`src/rtl/dzcpu_ucode_sequencer_pkg.sv`:
```
// Shared definitions for the dzcpu microcode sequencer: flow codes, the JCB escape op,
// uop field slices and the sequencer state encoding.
package dzcpu_ucode_sequencer_pkg;

  localparam logic [3:0] FLOW_OP           = 4'd0;
  localparam logic [3:0] FLOW_INC          = 4'd1;
  localparam logic [3:0] FLOW_EOF          = 4'd2;
  localparam logic [3:0] FLOW_INC_EOF      = 4'd3;
  localparam logic [3:0] FLOW_EOF_FU       = 4'd4;
  localparam logic [3:0] FLOW_INC_EOF_FU   = 4'd5;
  localparam logic [3:0] FLOW_INC_EOF_Z    = 4'd6;
  localparam logic [3:0] FLOW_INC_EOF_NZ   = 4'd7;
  localparam logic [3:0] FLOW_UPDATE_FLAGS = 4'd8;
  localparam logic [3:0] FLOW_NOP          = 4'd9;

  // Escape to the 0xCB table: next uPC comes from the CB LUT for the byte on the bus.
  localparam logic [4:0] OP_JCB = 5'h1f;

  typedef enum logic [1:0] {
    ST_IDLE   = 2'd0,
    ST_DECODE = 2'd1,
    ST_EXEC   = 2'd2
  } state_e;

  typedef struct packed {
    logic advance;
    logic fin;
    logic inc_pc;
    logic update_flags;
  } flow_ctl_t;

  function automatic logic [3:0] uop_flow(input logic [12:0] uop);
    return uop[12:9];
  endfunction

  function automatic logic [4:0] uop_op(input logic [12:0] uop);
    return uop[8:4];
  endfunction

  function automatic logic [3:0] uop_operand(input logic [12:0] uop);
    return uop[3:0];
  endfunction

endpackage

```
`src/rtl/dzcpu_ucode_sequencer_flow_decode.sv`:
```
// Combinational decode of a uop flow field plus Z flag into sequencing controls.
module dzcpu_ucode_sequencer_flow_decode
  import dzcpu_ucode_sequencer_pkg::*;
(
  input  logic [3:0] flow,
  input  logic       flag_z,
  output flow_ctl_t  ctl
);

  always_comb begin
    ctl = '0;
    case (flow)
      FLOW_OP, FLOW_NOP: ctl.advance = 1'b1;
      FLOW_INC: begin
        ctl.advance = 1'b1;
        ctl.inc_pc  = 1'b1;
      end
      FLOW_UPDATE_FLAGS: begin
        ctl.advance      = 1'b1;
        ctl.update_flags = 1'b1;
      end
      FLOW_EOF: ctl.fin = 1'b1;
      FLOW_INC_EOF: begin
        ctl.fin    = 1'b1;
        ctl.inc_pc = 1'b1;
      end
      FLOW_EOF_FU: begin
        ctl.fin          = 1'b1;
        ctl.update_flags = 1'b1;
      end
      FLOW_INC_EOF_FU: begin
        ctl.fin          = 1'b1;
        ctl.inc_pc       = 1'b1;
        ctl.update_flags = 1'b1;
      end
      FLOW_INC_EOF_Z: begin
        ctl.inc_pc  = 1'b1;
        ctl.fin     = flag_z;
        ctl.advance = ~flag_z;
      end
      FLOW_INC_EOF_NZ: begin
        ctl.inc_pc  = 1'b1;
        ctl.fin     = ~flag_z;
        ctl.advance = flag_z;
      end
      // Unassigned codes behave like nop so a stray ROM word cannot wedge the sequencer.
      default: ctl.advance = 1'b1;
    endcase
  end

endmodule

```
`src/rtl/dzcpu_ucode_sequencer.sv`:
```
// dzcpu microcode sequencer: decodes opcodes via external flow LUTs and walks the
// microcode ROM one uop per cycle, emitting uop fields and PC/flag strobes.
module dzcpu_ucode_sequencer
  import dzcpu_ucode_sequencer_pkg::*;
#(
  parameter int               UPC_W     = 8,
  parameter logic [UPC_W-1:0] RESET_UPC = '0
) (
  input  logic             iClock,
  input  logic             iReset,
  input  logic [7:0]       iMemData,
  output logic [7:0]       oMop,
  input  logic [UPC_W-1:0] iFlowIdx,
  input  logic [UPC_W-1:0] iCbFlowIdx,
  output logic [UPC_W-1:0] oUopAddr,
  input  logic [12:0]      iUop,
  input  logic             iFlagZ,
  input  logic             iStall,
  input  logic             iIrqReq,
  input  logic [UPC_W-1:0] iIrqFlowIdx,
  output logic             oIrqAck,
  output logic             oUopValid,
  output logic [4:0]       oOp,
  output logic [3:0]       oOperand,
  output logic             oIncPc,
  output logic             oUpdateFlags,
  output logic             oEof,
  output logic [1:0]       oDbgState
);

  // Handshake: the sequencer never waits on the datapath. A uop is issued on every cycle
  // where oUopValid=1; iStall=1 suppresses issue and freezes all state, so a stalled uop
  // is re-presented unchanged on the first cycle iStall drops.

  state_e           state;
  logic [UPC_W-1:0] upc;
  logic [7:0]       opcode;
  logic             irq_ack_q;

  flow_ctl_t        ctl;
  logic             is_exec;
  logic             is_jcb;
  logic             issue;
  logic [UPC_W-1:0] next_upc;

  dzcpu_ucode_sequencer_flow_decode u_flow_decode (
    .flow   (uop_flow(iUop)),
    .flag_z (iFlagZ),
    .ctl    (ctl)
  );

  assign is_exec  = (state == ST_EXEC);
  assign is_jcb   = is_exec && (uop_op(iUop) == OP_JCB);
  assign issue    = is_exec && !iStall;
  assign next_upc = (upc == {UPC_W{1'b1}}) ? RESET_UPC : upc + 1'b1;

  // The CB LUT needs the byte after 0xCB in the same cycle as the JCB uop.
  assign oMop         = (state == ST_DECODE || is_jcb) ? iMemData : opcode;
  assign oUopAddr     = upc;
  assign oUopValid    = issue;
  assign oOp          = issue ? uop_op(iUop) : '0;
  assign oOperand     = issue ? uop_operand(iUop) : '0;
  assign oIncPc       = issue && ctl.inc_pc;
  assign oUpdateFlags = issue && ctl.update_flags;
  assign oEof         = issue && !is_jcb && ctl.fin;
  assign oIrqAck      = irq_ack_q && !iStall;
  assign oDbgState    = state;

  always_ff @(posedge iClock or posedge iReset) begin
    if (iReset) begin
      state     <= ST_IDLE;
      upc       <= RESET_UPC;
      opcode    <= '0;
      irq_ack_q <= 1'b0;
    end else if (!iStall) begin
      irq_ack_q <= 1'b0;
      case (state)
        ST_IDLE: state <= ST_DECODE;
        ST_DECODE: begin
          opcode <= iMemData;
          upc    <= iFlowIdx;
          state  <= ST_EXEC;
        end
        ST_EXEC: begin
          if (is_jcb) begin
            opcode <= iMemData;
            upc    <= iCbFlowIdx;
          end else if (ctl.fin) begin
            // Interrupts are only taken at an instruction boundary, skipping DECODE.
            if (iIrqReq) begin
              upc       <= iIrqFlowIdx;
              irq_ack_q <= 1'b1;
            end else begin
              state <= ST_DECODE;
            end
          end else if (ctl.advance) begin
            upc <= next_upc;
          end
        end
        default: state <= ST_IDLE;
      endcase
    end
  end

endmodule

```
`config.mk`:
```
export PLATFORM = sky130hd
export DESIGN_NAME = dzcpu_ucode_sequencer
export DESIGN_NICKNAME = d
export VERILOG_FILES = /design/src/rtl/dzcpu_ucode_sequencer_pkg.sv /design/src/rtl/dzcpu_ucode_sequencer_flow_decode.sv /design/src/rtl/dzcpu_ucode_sequencer.sv
export SDC_FILE = /design/constraint.sdc
export NUM_CORES = 1
export LEC_CHECK = 0
export CAP_MARGIN = 40
export CORE_ASPECT_RATIO = 0.8
export CORE_MARGIN = 1
export CORE_UTILIZATION = 35
export DETAILED_ROUTE_END_ITERATION = 10
export PLACE_DENSITY = 0.8
export SLEW_MARGIN = 40
export SYNTH_ARGS = -nofsm -noshare
export SYNTH_HDL_FRONTEND = slang
export SYNTH_SLANG_ARGS = --single-unit
```
`constraint.sdc`:
```
create_clock -name iClock -period 2.2 [get_ports iClock]
set_clock_uncertainty 0.1 [all_clocks]
set_input_delay 0.44 -clock iClock [delete_from_list [all_inputs] [get_ports iClock]]
set_output_delay 0.44 -clock iClock [all_outputs]
set_load 0.01 [all_outputs]
```
# After elaboration in Yosys (flattened, before gate mapping)
# Cells that the tools add are included.
# word_totals
reg_bits	19
latch_bits	0
mem_bits_rw	0
rom_bits	0
input_bits	50
out_inout_bits	32
word_cells	66
mem_count	0
# op_classes
addsub	1
n_mul	0
n_div	0
n_lt_le_gt_ge	0
eq_ne	18
shifts	0
mux	23
bitwise_logic	2
n_reduce_logical	18
# op_table
operator	count
two-way mux 8 bit	7
one-hot mux 8 bit (2 select lines)	2
== test 4 x 3 -> 1 bit (second input constant)	4
adder 8 x 1 -> 8 bit (second input constant)	1
== test 4 x 2 -> 1 bit (second input constant)	2
== test 8 bit (second input constant)	1
inequality test 4 x 3 -> 1 bit (second input constant)	2
AND reduction 4 bit	2
logical AND 1 bit	7
two-way mux 1 bit	6
two-way mux 2 bit	3
inequality test 2 bit (second input constant)	3
one-hot mux 1 bit (3 select lines)	2
one-hot mux 2 bit (3 select lines)	1
== test 5 bit (second input constant)	1
two-way mux 5 bit	1
OR reduction 5 bit	1
== test 4 x 1 -> 1 bit (second input constant)	1
== test 4 bit (second input constant)	1
two-way mux 4 bit	1
OR reduction 4 bit	1
AND reduction 3 bit	1
OR reduction 3 bit	1
== test 2 x 1 -> 1 bit (second input constant)	1
7 further kinds	9

# Longest topological paths before layout
# Gate-level depths: netlist of the first run.
# depth
depth_word	7
mapped_depth	8
ltp_nobuf	7

# Modules after synthesis
# Synthesis of the first run repeated with hierarchy kept, for this count alone.
# unflattened
cells_unflattened	169
area_unflattened_um2	1544.0
# by_module_without_submodules
module	n_inst	cells_per_inst	area_per_inst_um2	seq_area_each_um2
dzcpu_ucode_sequencer	1	160	1478.9	475.5
dzcpu_ucode_sequencer_flow_decode	1	9	65.1	0.0

# Least setup slack after synthesis of the first run
# Ideal clock, no wire load.
# synth_timing
path_type	register to output
startpoint	register state[0] (netlist: oDbgState[0])
endpoint	output port oMop[0]
arrival_time_ns	1.887
t_required_ns	1.660
setup_slack_ns	-0.227
stages_incl_launch_ff	9
n_path_buf	2
cell_sequence	dfrtp_1 inv_1 ha_1 buf_2 nand2_1 nor2_2 or2_2 buf_2 mux2_2
# synth_between
elab_chain_len	4
elab_cells_between_ends	5
classes_between	2 x eq/ne; 1 x mux; 2 x reduce/logical
# synth_rtl
element	line_no	text
start: declaration	dzcpu_ucode_sequencer.sv:35	state_e state;
start signal: assignment	dzcpu_ucode_sequencer.sv:71	state <= ST_IDLE;
start signal: assignment	dzcpu_ucode_sequencer.sv:78	ST_IDLE: state <= ST_DECODE;
start signal: assignment	dzcpu_ucode_sequencer.sv:82	state <= ST_EXEC;
== test 2 bit	dzcpu_ucode_sequencer.sv:52	assign is_exec = (state == ST_EXEC);
logical AND 1 bit	dzcpu_ucode_sequencer.sv:53	assign is_jcb = is_exec && (uop_op(iUop) == OP_JCB);
logical OR 1 bit *	dzcpu_ucode_sequencer.sv:58	assign oMop = (state == ST_DECODE || is_jcb) ? iMemData : opcode;
two-way mux 8 bit *	dzcpu_ucode_sequencer.sv:58	
end: declaration	dzcpu_ucode_sequencer.sv:12	output logic [7:0] oMop,
# Mark *: on every way between the ends. The rest lies on a longest branch, timed or not.

# Worst setup path after layout of the first run
# layout_timing
startpoint	register state[0] (netlist: oDbgState[0])
endpoint	output port oMop[7]
# Same word-level chain as after synthesis.

==> key figures, run 1 <==
Clock tree
  • Sink Count: 19
  • Clk root buf: clkbuf_8
  • Clock latency on the worst-skew pair: 0.25 ns
  • CTS tree: yes
  • # hold bufs at CTS: 0
  • # H-tree levels: 1
  • Clk slew on worst S/H paths: ~0.080 ns
  • Cts bufs inserted: 3
  • Clock buffer depth: 2

Logic synthesis
  • Post-Synthesis Cells: approximately 150
  • Syn. warnings: 0
  • Multiplexer area fraction after synthesis: 16.8%
  • Synth top area cells: dfrtp_1 (33%), mux2_2 (14%), ha_1 (5.2%)
  • Post-Synth XOR/XNOR Area: about 2.4%
  • Async SR Flop Fraction: 100%
  • Synth Cell Area: 1450 um^2
  • Synth Flop Type: dfrtp_1
  • Yosys top cell by area: dfrtp_1
  • Compound-gate portion of the synthesized area: ~23%
  • Largest family of logic cells by synthesized area: compound AO/OA/AOI/OAI gates
  • Synth Area in Adders: 5.18%
  • Synth Register Bits: 19
  • EDFF count, synth: 0
  • Syn avg cell area: a little under 10 um^2
  • Seq/Total Area, Yosys: 32.8%
  • Syn Nets: 202
  • Post-synth cell types: 47
  • Simple-Gate Fraction of Synth Area: about 16%
  • Post-synth top area share: 32.8%

Die
  • Die Span Y: roughly 60 um
  • Starting Density: between 30% and 40%
  • Core area: 3880 um^2
  • Ports: just over 80
  • DIE WIDTH: about 74 um
  • Die Area: around 4400 um^2
  • Cell Rows: 20

Timing
  • Fmax: about 0.42 GHz
  • Unrepaired setup endpoints after global routing: yes
  • Final worst slack: -0.172 ns
  • Final Cycle Share: 108%
  • Hold Fails Final Rpt: 0
  • Endpoints failing setup: 8
  • Pins Over Slew Limit: 0
  • Minimum clock period: ~2.4 ns
  • Slew @ Worst Pin: between 0.4 and 0.5 ns
  • Max-slew headroom: between 70% and 80%

Detailed routing
  • Detailed-route DRC error count: 0
  • Vias/cell: ~5.2
  • Total routed wirelength: ~4800 um
  • Routed wire per std cell: 14.7 um
  • Drt first pass iters: 5
  • DR iter-0 viols: 99
  • Antenna Nets Post-Route: 0
  • Via count: 1697

GRT
  • Initial antenna violation count: 0
  • Largest net degree at the start of global routing: 20
  • Vias in the first global route: 1751
  • Met1 Track Usage GR: between 20% and 30%
  • Routing usage on met3: 4.25%
  • Total gr overflow: 0
  • First-pass GRT wire length: 7640 um
  • Routing usage on met2: approximately two fifths
  • Gr usage total: 22.5%
  • GRT Max-Usage Layer: met2

Place
  • Placed Cells: ~310
  • GPL Wtd Cong: ~0.8
  • # port buffers: 81
  • HPWL Detailed: ~3500 um

Pwr
  • P_leak: approximately 1.3 nW
  • Peak supply drop: ~0.65 mV
  • PwrDens: 1070 nW/um^2
  • Total power: approximately 0.003 W

Run
  • Max-cap viol count: 0

Worst setup path
  • CP max FO: 7
  • Req. time, crit path: approximately 1.7 ns
  • WS Path Type: reg -> out
  • CP Capture Type: output port
  • Startpoint Class: register
  • Worst setup path start: oDbgState[0]$_DFFE_PP0P_
  • CP Data Arrival Time: 1.83 ns
  • Reg-to-reg startpoint: oDbgState[0]$_DFFE_PP0P_

Min path
  • HP Class: in -> async

Cells and area
  • Share of cells above drive strength 1: 36.4%
  • Diodes inserted: 0
  • Area grow syn2layout: 93.7%
  • Layout Cells excl Fill: around 320
  • Nets: 326

Outcome
  • Violated checks: negative setup slack
  • Outcome: complete, but fails checks
cell families after synthesis:
kind of cell | count (synthesis)
fa+ha+maj | 6
flops | 19
simple gates | 43
compound gates | 41
mux | 21
buf+inv | 12
xor+xnor | 4
stage by stage:
stage	setup TNS (ns)	hold slack [ns]	cell area [um^2]	util, %	setup WS [ns]
2_1_floorplan	0	0.291	1500	-	0.00746
3_3_place_gp	-10.60	0.388	2570	66.4	-0.607
3_5_place_dp	-11.01	0.395	2570	66.4	-0.644
4_1_cts	-0.879	0.413	2750	71.0	-0.156
5_1_grt	-1.46	0.435	2810	72.4	-0.230
6_report	-0.988	0.410	2810	72.4	-0.172
sequential cells by signal, summed over array words and instances, names as in the netlist:
signal,cells
irq_ack_q,1
oUopAddr,8
opcode,8
oDbgState,2
metal layers:
| layer | part of all wire [%] | up-vias |
|---|---|---|
| met5 | 0 | - |
| met4 | 1.2 | 0 |
| met3 | 7.1 | 8 |
| met2 | 49 | 74 |
| met1 | 43 | 803 |
| li1 | - | 812 |
critical path, cell delays in order, from the launching register on:
cell     delay, ns
dfrtp_2       0.39
inv_2         0.06
ha_4          0.17
nand2_4       0.07
nor2_4        0.03
or2_4         0.29
buf_6         0.15
mux2_4        0.29
buf_6         0.12
synth_stat cells, types with 2 or more instances:
cell type / n
ha_1: 6
nor2b_1: 2
mux2_2: 18
a31oi_1: 2
xnor2_1: 3
a222oi_1: 3
dfrtp_1: 19
and3_1: 9
o31ai_1: 2
a22oi_1: 3
nor2_1: 3
inv_1: 7
nor3_1: 4
and4_1: 2
o21ai_0: 5
buf_2: 2
mux2_4: 2
clkbuf_1: 2
a22o_1: 2
o21bai_1: 2
or3_1: 2
nand3_1: 6
a21oi_1: 5
o21a_1: 3
nand2_1: 10
layout by cell type (no fill, tap or decap), types with 6 or more instances in the layout:
| master | Yosys | final |
|---|---|---|
| nand2_1 | 10 | 9 |
| and3_1 | 9 | 9 |
| dlygate4sd2_1 | 0 | 16 |
| dfrtp_1 | 19 | 18 |
| mux2_4 | 2 | 10 |
| clkdlybuf4s50_1 | 0 | 49 |
| nand3_1 | 6 | 6 |
| mux2_2 | 18 | 10 |
| buf_4 | 0 | 34 |
| buf_6 | 1 | 17 |
where the power goes:
group,internal (W),total [W],switching [W]
sequential,0.000520,0.000667,0.000147
clock,0.000126,0.000246,0.000120
combinational,0.00125,0.00210,0.000848
total,0.00190,0.00301,0.00112
worst paths after layout:
| path | endpoint | slack (ns) | cells after the start |
|---|---|---|---|
| hold reg to reg | opcode[2]$_DFFE_PP0P_ | 0.41 | 1 |
| hold / removal | opcode[3]$_DFFE_PP0P_ | 0.41 | 3 |
| setup / recovery | oMop[7] | -0.17 | 8 |
| max in group asynchronous | oDbgState[0]$_DFFE_PP0P_ | 1.37 | 3 |
| min in group iClock | opcode[2]$_DFFE_PP0P_ | 0.41 | 1 |
| setup reg to reg | oUopAddr[5]$_DFFE_PP0P_ | 0.13 | 9 |
area by class of cell:
| cell class | count | area (um^2) |
|---|---|---|
| Sequential cell | 19 | 477 |
| Inverter | 7 | 28.8 |
| Clock inverter | 1 | 5.00 |
| Timing Repair Buffer | 124 | 1150 |
| Multi-Input combinational cell | 115 | 1030 |
| Fill cell | 302 | 1070 |
| Tap cell | 55 | 68.8 |
| Clock buffer | 3 | 41.3 |
repair_timing:
item / CTS / global route
setup endpoints to repair: 24 / 18
resized for setup: 83 / 13
setup buffers: 11 / 1
pin swaps: 10 / 1
(Power assumes the default switching activity.)
==> run 2: changes to the inputs <==
GPL_TIMING_DRIVEN = 0   (was default)
==> run 2 against run 1 <==
Effect of this change:
- the run still ends with negative setup slack left
- routed wire length fell by 7.4%
- largest cell class is now multi-input gates
- flip-flop and latch count stayed put
- final cell count fell by 7.4%
- core utilization decreased by 4.9 points
- worst hold slack worse by 0.14 ns
- first-iteration DRC count shrank 10%
- worst setup slack gained 0.013 ns
- non-clock buffer count is 24 lower
==> key figures, run 2 (synthesized netlist as in run 1, its figures left out) <==
Outcome
  • Outcome: complete, but fails checks
  • Violated checks: negative setup slack

Worst setup path
  • Req. time, crit path: ~1.7 ns
  • CP max FO: 5
  • Startpoint Class: register
  • WS Path Type: reg -> out
  • CP Data Arrival Time: roughly 1.8 ns
  • CP Capture Type: output port
  • Worst Reg-to-Reg Cells: 9

Cells and area
  • Final Cell Area: about 2600 um^2
  • Layout Cells excl Fill: 300
  • Area grow syn2layout: 80.5%
  • Most frequent cells in the layout: clkdlybuf4s50_1 (49), dlygate4sd2_1 (20), dfrtp_1 (18), buf_6 (12), buf_4 (11)
  • Commonest non-fill, non-tap cell in the layout: clkdlybuf4s50_1
  • Share of cells above drive strength 1: 31.0%
  • Diodes inserted: 0
  • Nets: ~300

Pwr
  • Total power: around 0.0028 W
  • Int Pwr: around 0.0018 W
  • P_leak: 1.17 nW
  • Logic gate share of total power: 66.8%
  • Switching power: between 0.001 and 0.0015 W
  • PwrDens: 1090 nW/um^2
  • Clk pwr share: about 8.9%
  • Seq pwr share: between 20% and 30%
  • Sw frac: 37.3%
  • Peak supply drop: around 0.62 mV

Timing
  • Final worst slack: -0.159 ns
  • Endpoints failing setup: 8
  • Max-slew headroom: roughly 69%
  • Pins Over Slew Limit: 0
  • Hold Fails Final Rpt: 0
  • Fmax: 0.424 GHz
  • Final Cycle Share: 107%
  • Unrepaired setup endpoints after global routing: yes
  • Slew @ Worst Pin: about 0.46 ns
  • Minimum clock period: about 2.4 ns
  • Setup TNS: -1.22 ns

GRT
  • Largest net degree at the start of global routing: 20
  • First-pass GRT wire length: 7130 um
  • Gr usage total: 21.6%
  • Vias in the first global route: about 1600
  • Total gr overflow: 0
  • Initial antenna violation count: 0

Detailed routing
  • Detailed-route DRC error count: 0
  • Total routed wirelength: approximately 4400 um
  • Routed wire per std cell: roughly 15 um
  • Antenna Nets Post-Route: 0
  • Drt first pass iters: 5
  • Vias/cell: roughly 5.3
  • DR iter-0 viols: around 90
  • Via count: about 1600

Clock tree
  • Clock latency on the worst-skew pair: 0.26 ns
  • CTS tree: yes
  • Clock buffer depth: 2
  • Sink Count: 19
  • # H-tree levels: 1
  • Cts bufs inserted: 3
  • Clk slew on worst S/H paths: 0.07 ns
  • # hold bufs at CTS: 0
  • Clk root buf: clkbuf_8

Place
  • GPL Wtd Cong: around 0.8
  • # port buffers: about 80
  • Placed Cells: 282
  • Post-Place Worst Slack: -0.886 ns
  • HPWL Detailed: about 3300 um
  • Area post-placement: ~2400 um^2

Die
  • Starting Density: 37.4%
  • Die Span Y: just under 60 um
  • Core area: a little under 4000 um^2
  • Die Area: 4400 um^2
  • Cell Rows: 20
  • Ports: between 80 and 90
  • DIE WIDTH: approximately 74 um

Run
  • Max-cap viol count: 0

Min path
  • HP Class: in -> async
-- run 2: cell count changes in the layout (fill, tap and decap cells not counted), sizes merged --
cell / change
clkbuf: +1
dlymetal6s2s: -5
buf: -26
clkinv: +1
inv: -1
clkdlybuf4s15: +2
dlygate4sd2: +4
-- run 2: power groups by stage --
stage	sequential, W	clock (W)	combinational [W]
finish	0.000689	0.000253	0.00190
global route	0.000716	0.000275	0.00205
CTS	0.000686	0.000262	0.00190
detailed placement	0.000705	0	0.00168
global placement	0.000687	0	0.00165
floorplan	0.000702	0	0.000981
-- run 2: per-layer routing --
| metal | vias to the layer above | GRT usage, % | wire [um] |
|---|---|---|---|
| met3 | 5 | 5.27 | 324 |
| met5 | - | 0 | 0 |
| met1 | 741 | 26.6 | 1910 |
| li1 | 770 | - | - |
| met4 | 0 | 5.77 | 38 |
| met2 | 63 | 37.8 | 2140 |
-- run 2: through the flow --
step | util, % | hold WS (ns)
2_1_floorplan | - | 0.291
3_3_place_gp | 61.4 | 0.386
3_5_place_dp | 61.4 | 0.393
4_1_cts | 66.8 | 0.410
5_1_grt | 67.4 | 0.284
6_report | 67.4 | 0.275
-- run 2: final cells by class --
class,count,area [um^2]
clock buffers,3,41.3
repair buffers,97,938
well taps,55,68.8
multi-input cells,115,1030
clock inverters,1,5.00
flip-flops and latches,19,477
plain buffers,3,26.3
fillers,323,1260
inverters,7,26.3
-- run 2: final timing paths --
| path | startpoint | end | slack, ns |
|---|---|---|---|
| setup reg to reg | oDbgState[0]$_DFFE_PP0P_ | oUopAddr[5]$_DFFE_PP0P_ | 0.16 |
| hold / removal | iReset | opcode[7]$_DFFE_PP0P_ | 0.27 |
| setup / recovery | oDbgState[1]$_DFFE_PP0P_ | oMop[7] | -0.16 |
| max in group asynchronous | iReset | oUopAddr[0]$_DFFE_PP0P_ | 1.38 |
| hold reg to reg | irq_ack_q$_DFFE_PP0N_ | irq_ack_q$_DFFE_PP0N_ | 0.41 |
| min in group iClock | irq_ack_q$_DFFE_PP0N_ | irq_ack_q$_DFFE_PP0N_ | 0.41 |
-- run 2: critical path: stages, from the launching register on --
cell and delay (ns):
dfrtp_1 0.42, ha_4 0.20, nand2_4 0.07, nor2_4 0.04, or2_4 0.27, buf_12 0.14, mux2_4 0.29, buf_6 0.12
-- run 2: what timing repair did --
item	in CTS	in global routing
endpoints found under the hold margin	0	0
setup endpoints to repair	24	17
resized for setup	94	3
pin swaps	4	4
setup buffers	13	2
cloned	0	0
